[src/rtl/bcd_pkg.sv]
`default_nettype none
// +----------------------------------------------------------------------------+
// | Module      : bcd_pkg                                                      |
// | Description : Shared constants and segment decoder for the BCD counter.    |
// | Revision    : 1.0 - initial release                                        |
// +----------------------------------------------------------------------------+
package bcd_pkg;

    localparam int DIGITS = 4;

    // Active-low segments, bit order {g,f,e,d,c,b,a}
    localparam logic [6:0] SEG_0     = 7'b1000000;
    localparam logic [6:0] SEG_1     = 7'b1111001;
    localparam logic [6:0] SEG_2     = 7'b0100100;
    localparam logic [6:0] SEG_3     = 7'b0110000;
    localparam logic [6:0] SEG_4     = 7'b0011001;
    localparam logic [6:0] SEG_5     = 7'b0010010;
    localparam logic [6:0] SEG_6     = 7'b0000010;
    localparam logic [6:0] SEG_7     = 7'b1111000;
    localparam logic [6:0] SEG_8     = 7'b0000000;
    localparam logic [6:0] SEG_9     = 7'b0010000;
    localparam logic [6:0] SEG_BLANK = 7'b1111111;

    localparam logic [3:0] ANO_OFF   = 4'b1111;

    function automatic logic [6:0] seg_decode(input logic [3:0] bcd);
        logic [6:0] seg;
        case (bcd)
            4'd0:    seg = SEG_0;
            4'd1:    seg = SEG_1;
            4'd2:    seg = SEG_2;
            4'd3:    seg = SEG_3;
            4'd4:    seg = SEG_4;
            4'd5:    seg = SEG_5;
            4'd6:    seg = SEG_6;
            4'd7:    seg = SEG_7;
            4'd8:    seg = SEG_8;
            4'd9:    seg = SEG_9;
            default: seg = SEG_BLANK;
        endcase
        return seg;
    endfunction

endpackage : bcd_pkg
`default_nettype wire

[src/rtl/bcd_digit.sv]
`default_nettype none
// +----------------------------------------------------------------------------+
// | Module      : bcd_digit                                                    |
// | Description : One decade cell; carry-out is combinational for rippling.    |
// | Revision    : 1.0 - initial release                                        |
// +----------------------------------------------------------------------------+
module bcd_digit (
    input  logic       clk,
    input  logic       reset,
    input  logic       cin,
    output logic [3:0] d,
    output logic       cout
);

    assign cout = cin && (d == 4'd9);

    always_ff @(posedge clk or posedge reset) begin
        if (reset) begin
            d <= 4'd0;
        end else if (cin) begin
            d <= cout ? 4'd0 : d + 4'd1;
        end
    end

endmodule : bcd_digit
`default_nettype wire

[src/rtl/bcd_upcounter_scan.sv]
`default_nettype none
// +----------------------------------------------------------------------------+
// | Module      : bcd_upcounter_scan                                           |
// | Description : 4-digit BCD button counter with multiplexed 7-seg scanning.  |
// |               Define LZ_BLANK_EN to blank leading zero digits.             |
// | Revision    : 1.0 - initial release                                        |
// +----------------------------------------------------------------------------+
module bcd_upcounter_scan
    import bcd_pkg::*;
#(
    parameter int SCAN_BITS = 17
) (
    input  logic        clk,
    input  logic        reset,
    input  logic        btn,
    output logic [6:0]  leds,
    output logic [3:0]  ano,
    output logic        ovf,
    output logic [15:0] count
);

    logic                 r_btn_q;
    logic                 w_step;
    logic [DIGITS:0]      w_carry;
    logic [3:0]           w_digit [DIGITS];
    logic [SCAN_BITS-1:0] r_refresh;
    logic [1:0]           w_sel;
    logic [DIGITS-1:0]    w_blank;
    logic [6:0]           w_leds_nxt;
    logic [3:0]           w_ano_nxt;

    // btn_q resets high so a button held through reset release does not count
    always_ff @(posedge clk or posedge reset) begin
        if (reset) begin
            r_btn_q <= 1'b1;
        end else begin
            r_btn_q <= btn;
        end
    end

    assign w_step     = btn & ~r_btn_q;
    assign w_carry[0] = w_step;

    generate
        for (genvar i = 0; i < DIGITS; i++) begin : g_digit
            bcd_digit u_digit (
                .clk   (clk),
                .reset (reset),
                .cin   (w_carry[i]),
                .d     (w_digit[i]),
                .cout  (w_carry[i+1])
            );
            assign count[4*i +: 4] = w_digit[i];
        end
    endgenerate

    always_ff @(posedge clk or posedge reset) begin
        if (reset) begin
            ovf <= 1'b0;
        end else begin
            ovf <= w_carry[DIGITS];
        end
    end

    always_ff @(posedge clk or posedge reset) begin
        if (reset) begin
            r_refresh <= '0;
        end else begin
            r_refresh <= r_refresh + 1'b1;
        end
    end

    assign w_sel = r_refresh[SCAN_BITS-1 -: 2];

`ifdef LZ_BLANK_EN
    // A digit is blank when it and every higher digit are zero; d0 always shows
    always_comb begin
        logic w_zrun;
        w_blank = '0;
        w_zrun  = 1'b1;
        for (int i = DIGITS - 1; i > 0; i--) begin
            w_zrun     = w_zrun & (w_digit[i] == 4'd0);
            w_blank[i] = w_zrun;
        end
    end
`else
    assign w_blank = '0;
`endif

    always_comb begin
        w_ano_nxt  = ~(4'b0001 << w_sel);
        w_leds_nxt = w_blank[w_sel] ? SEG_BLANK : seg_decode(w_digit[w_sel]);
    end

    always_ff @(posedge clk or posedge reset) begin
        if (reset) begin
            ano  <= ANO_OFF;
            leds <= SEG_BLANK;
        end else begin
            ano  <= w_ano_nxt;
            leds <= w_leds_nxt;
        end
    end

endmodule : bcd_upcounter_scan
`default_nettype wire

[config.mk]
export PLATFORM = sky130hd
export DESIGN_NAME = bcd_upcounter_scan
export DESIGN_NICKNAME = d
export VERILOG_FILES = /design/src/rtl/bcd_pkg.sv /design/src/rtl/bcd_digit.sv /design/src/rtl/bcd_upcounter_scan.sv
export SDC_FILE = /design/constraint.sdc
export NUM_CORES = 1
export LEC_CHECK = 0
export ABC_AREA = 1
export BUFFER_PORTS_ARGS = -buffer_cell sky130_fd_sc_hd__buf_2
export CAP_MARGIN = 20
export CORE_UTILIZATION = 58
export DETAILED_ROUTE_END_ITERATION = 10
export HOLD_SLACK_MARGIN = 0.06
export PLACE_DENSITY_LB_ADDON = 0.15
export SYNTH_ARGS = -nofsm -noshare
export SYNTH_HDL_FRONTEND = slang
export SYNTH_SLANG_ARGS = --single-unit
[constraint.sdc]
create_clock -name clk -period 2.01 [get_ports clk]
set_clock_uncertainty 0.2 [all_clocks]
set_input_delay 0 -clock clk [delete_from_list [all_inputs] [get_ports clk]]
set_output_delay 0 -clock clk [all_outputs]
set_load 0.05 [all_outputs]
Word-level counts from Yosys, hierarchy flattened. Memory sizes are Yosys's and may differ from the RTL's. A register that Yosys moved wholly into a read port is not among the register bits. Cells that the tools add are included.

ROM bits: 112. Memories kept: 1. Register bits after elaboration: 39. Input bits: 3.

Bitwise gates (word level): 4. Equality and inequality tests: 4. $add $sub $neg: 5. Order comparisons: 1. Shift operators: 1. Muxes and demuxes: 7. Reductions and logical operators: 4.

Memories: (no name shown) (words 16, width 7, read ports 1, clocked after memory_dff 1, write ports 0, line bcd_pkg.sv:28) `case (bcd)`.

Operators by type and width (number): $mux 4 (6); $add 17x1->17 const B (1); $add 4x1->4 const B (4); $eq 4x4->1 const B (4); $bmux 4 s2 (1); $logic_and 1x1->1 (4); $not 4->4 (1); $shl 1x2->4 const A (1); $ge 3x3->1 const B (1); $not 2->3 (1); $and 1x1->1 (1); $not 1->1 (1).

Depth between registers and ports, before layout.
Word-level depth: 7. Gate-level depth with buffers: 11. Depth with buffers taken out: 11.

Hierarchy. From an unflattened synthesis, not the netlist that was laid out.

Cell total of the unflattened synthesis: 281. Area total of the unflattened synthesis: 2438.6 sq um.

By module, submodules not included: bcd_upcounter_scan (sequential area each 765.7 sq um, area each 1537.7 sq um, instances 1, cells an instance 173); bcd_digit (sequential area each 100.1 sq um, area each 225.2 sq um, instances 4, cells an instance 27).

Worst setup path before layout. OpenSTA, ideal clock, no wires.

Path type: reg2reg. Start: register g_digit[0].u_digit.d[0]. End: register g_digit[3].u_digit.d[1]. Library setup time: 0.113 ns. Data arrival time: 1.600 ns. Setup slack: 0.097 ns. Required time: 1.697 ns. Stages on the path, launching flop included: 9. Path buffers: 0. Cell sequence: dfrtp_1 ha_1 nand3_2 nor2_8 nand2_4 nor2_4 nand2_1 nand2_1 inv_1.

Cells in the longest elaborated chain, start to end: 6.

Ends and longest elaborated chain: start, declared (line bcd_digit.sv:11) `output logic [3:0] d,`; start signal, assigned (line bcd_digit.sv:21) `d <= cout ? 4'd0 : d + 4'd1;`; $eq 4x4->1 (*) (line bcd_digit.sv:15) `assign cout = cin && (d == 4'd9);`; $logic_and 1x1->1 (*) (3 in a row) (line bcd_digit.sv:15); $logic_and 1x1->1 (line bcd_digit.sv:15); $mux 4 (line bcd_digit.sv:21); end signal, assigned (line bcd_digit.sv:21); end, declared (line bcd_digit.sv:11).

Every way passes the cells marked *; elsewhere a longest branch is shown, timed or not. A chain may end at the register's enable or synchronous reset.

Final worst setup path.
Start: register r_refresh[15]. End: register leds[3].

Cells in the longest elaborated chain, start to end: 4.

Ends and longest elaborated chain: start, declared (line bcd_upcounter_scan.sv:26) `logic [SCAN_BITS-1:0] r_refresh;`; start signal, assigned (line bcd_upcounter_scan.sv:69) `r_refresh <= r_refresh + 1'b1;`; $not 2->3 (not written as such) (line bcd_upcounter_scan.sv:92) `w_leds_nxt = w_blank[w_sel] ? SEG_BLANK : seg_decode(w_digit[w_sel]);`; $bmux 4 s2 (line bcd_upcounter_scan.sv:92); $mux 4 (not written as such) (2 in a row) (line bcd_upcounter_scan.sv:92); end, declared (line bcd_upcounter_scan.sv:16) `output logic [6:0] leds,`.

No other way between the ends. The select of a mux whose other input is x is not followed.

==> metrics <==
CTS tree yes; Routed WL 4730 um; sum of negative setup slack 0 ns; Leak Pwr 1.56 nW; Comb power frac 38.8%; final period utilization 91.8%; Endpoint, Worst Hold r_btn_q; Reg power frac 40.3%; final slew viol count 0; GR Overflow Total 0; critical path's most frequent cell nand2_1; syn nets 311; layout cells sized above 1 22.0%; post_cts resized 0; Die ar. 4600 um2; Req. time, crit path 2.05 ns; Post-Syn Instances 294; Sw Ratio 43.2%; fin area 2870 um2; io pins 31; CP startpoint kind flop; asr flop ratio synth 100%; CP Cell Sequence buf_4, nand2_1, nand2_1, nand2_1, nand2_2, inv_1, ha_1, nand2_1, nand3_1, nand2_1; max incr delay on CP 0.40 ns; Max clock buf depth 2; Area growth syn-to-layout 14.2%; H-tree Lvls 2; worst hold-check path type input port to flop; Hold Path Depth 2; CTS clk-pin slew, worst paths 0.09 ns; internal power 1.72 mW; CP top delay family simple AND/OR/NAND/NOR gates; placed cell area 2750 um2; GRT Total Usage 23.7%; CP arrival 1.89 ns; Die X 67.9 um; sequential-to-total area share from yosys stat 46.4%; Mapped Area 2510 um2; critical path type flop to flop; Cell Pwr Density 1050 nW/um2; Final ANT Viol Nets 0; Net Sw Power 1.31 mW; Reg2Reg Setup Slack 0.17 ns; Final Hold Fails 0; WL/cell 12.2 um; Initial Util 61.5%; chip height 67.9 um; # diodes 0; Max Cap Viol 0; status finished clean; I/O Buffers 30; first-pass GRT wire length 8020 um; area of the core 4090 um2; Slew @ Worst Pin 0.564 ns; CP Capture Type flop; fillcell total 325; antenna violations before repair 0; Starting DRT DRC Count 136; fin util 70.3%; Multi-input gate area 1180 um2; vias in the first global route 1832; Reg area 1170 um2; worst r2r path cells 10; vias post-DR 1988; Avg Inst Size Synth 8.55 um2; CP max stage cell dfrtp_1; worst reg2reg path endpoint leds[3]; drt drc 0; RSZ-0062 raised after global routing no; CTS Sinks 46; Clock power frac 20.9%; total power 3.03 mW; final setup fails 0; minimum clock period 1.84 ns; GPL Wtd Cong 0.815; DP Wirelength 3410 um; Max-slew headroom 62.4%; worst-path fanout max 12; cts bufs inserted 5; worst hold start btn; top_reg_cell synth dfrtp_1; YS warnings 0; worst r2r src r_refresh[15]; NumNets Final 352; Fmax 542 MHz; synth unique cells 28; synthesized flop and latch total 46; Buf/Inv on CP 2; peak supply drop 0.739 mV; clock latency on the worst-skew pair 0.30 ns; standard-cell rows 23; clock root buffer clkbuf_8; 1st-pass router iterations 4; Post-synth EDFFs 0; pin count of the biggest net entering global routing 47; Via density 5.15
synth_stat cells (2+ instances only):
master / count / area, um2
xor2_1: 14 / 123
nand3b_1: 2 / 15.0
nor3_2: 3 / 30.0
nand3_1: 36 / 180
o21ai_0: 4 / 20.0
nand4_1: 7 / 43.8
nor2_4: 3 / 33.8
buf_2: 2 / 10.0
nand2_2: 3 / 18.8
nor3_1: 4 / 20.0
inv_1: 36 / 135
o31ai_1: 2 / 15.0
nand2_1: 87 / 327
a21oi_1: 3 / 15.0
ha_1: 14 / 175
inv_2: 3 / 11.3
dfstp_2: 12 / 315
nor2_1: 16 / 60.1
dfrtp_1: 34 / 851
power groups by stage:
stage               Sequential (mW)  Combinational, mW  Clock, mW
floorplan                      1.68              0.476          0
global placement               1.23               1.15          0
detailed placement             1.24               1.17          0
CTS                            1.22               1.18      0.646
global route                   1.24               1.29      0.682
finish                         1.22               1.18      0.632
repair_timing:
item                       in CTS  in global routing
hold buffers                    2                  0
setup endpoints to repair       0                  0
setup buffers                   0                  0
hold endpoints to repair       56                  0
state kept, by name, summed over array words and instances, names as in the netlist:
signal             flops
ano                    4
g_digit.u_digit.d     16
leds                   7
ovf                    1
r_btn_q                1
r_refresh             17
final cells by class:
| type | count | area share [%] |
|---|---|---|
| clock inverter | 1 | 0.305 |
| tap | 50 | 2.18 |
| clock buffer | 7 | 3.35 |
| inverter | 39 | 5.10 |
| timing repair buffer | 37 | 7.23 |
| multi-input combinational | 206 | 41.2 |
| sequential | 46 | 40.6 |
per-layer routing:
| metal | vias to the layer above | part of all wire (%) | GRT usage (%) |
|---|---|---|---|
| met1 | 928 | 48 | 30.0 |
| met5 | - | 0 | 0 |
| met3 | 6 | 3.6 | 5.33 |
| met2 | 42 | 47 | 39.4 |
| met4 | 0 | 1.3 | 9.11 |
| li1 | 1012 | - | - |
how the worst max path moves through the flow:
stage                       startpoint                      end  slack, ns  cells past startpoint
4_1_cts                  r_refresh[15]                  leds[3]       0.17                     10
3_3_place_gp             r_refresh[15]                  leds[0]       0.24                     10
3_5_place_dp             r_refresh[15]                  leds[3]       0.20                     10
5_1_grt        g_digit[0].u_digit.d[1]  g_digit[2].u_digit.d[1]       0.03                      8
6_report                 r_refresh[15]                  leds[3]       0.17                     10
2_1_floorplan  g_digit[0].u_digit.d[0]  g_digit[3].u_digit.d[1]        0.1                      8
cell usage in the layout (no fill, tap or decap), types with 4 or more instances in the layout:
master and n:
o21ai_0 4, buf_4 5, clkbuf_8 7, nand2_1 87, nand4_1 7, xor2_1 14
ha_1 14, inv_1 35, nand3_1 36, nor2_1 16, dfrtp_1 34, nor3_1 4
dfstp_2 12, buf_2 30
metrics by stage:
| stage | std cells | setup WS, ns | hold WS, ns |
|---|---|---|---|
| after floorplan | 294 | 0.0974 | -0.196 |
| after global placement | 376 | 0.241 | -0.0680 |
| after detailed placement | 376 | 0.199 | -0.0652 |
| after CTS | 386 | 0.167 | 0.153 |
| after global routing | 386 | 0.0288 | 0.162 |
| final | 386 | 0.166 | 0.158 |
kinds of logic (layout without fill, tap and decap cells):
family | count (synthesis) | in the layout | synth area share, %
buffers and inverters | 42 | 84 | 6.52
muxes | 1 | 1 | 0.398
and+or+nand+nor | 166 | 166 | 31.9
DFF | 46 | 46 | 46.4
adders and majority gates | 14 | 14 | 6.97
xor gates and xnor gates | 14 | 14 | 4.88
AOI/OAI and AO/OA | 11 | 11 | 2.98
Power figures use the tool's default switching activity.
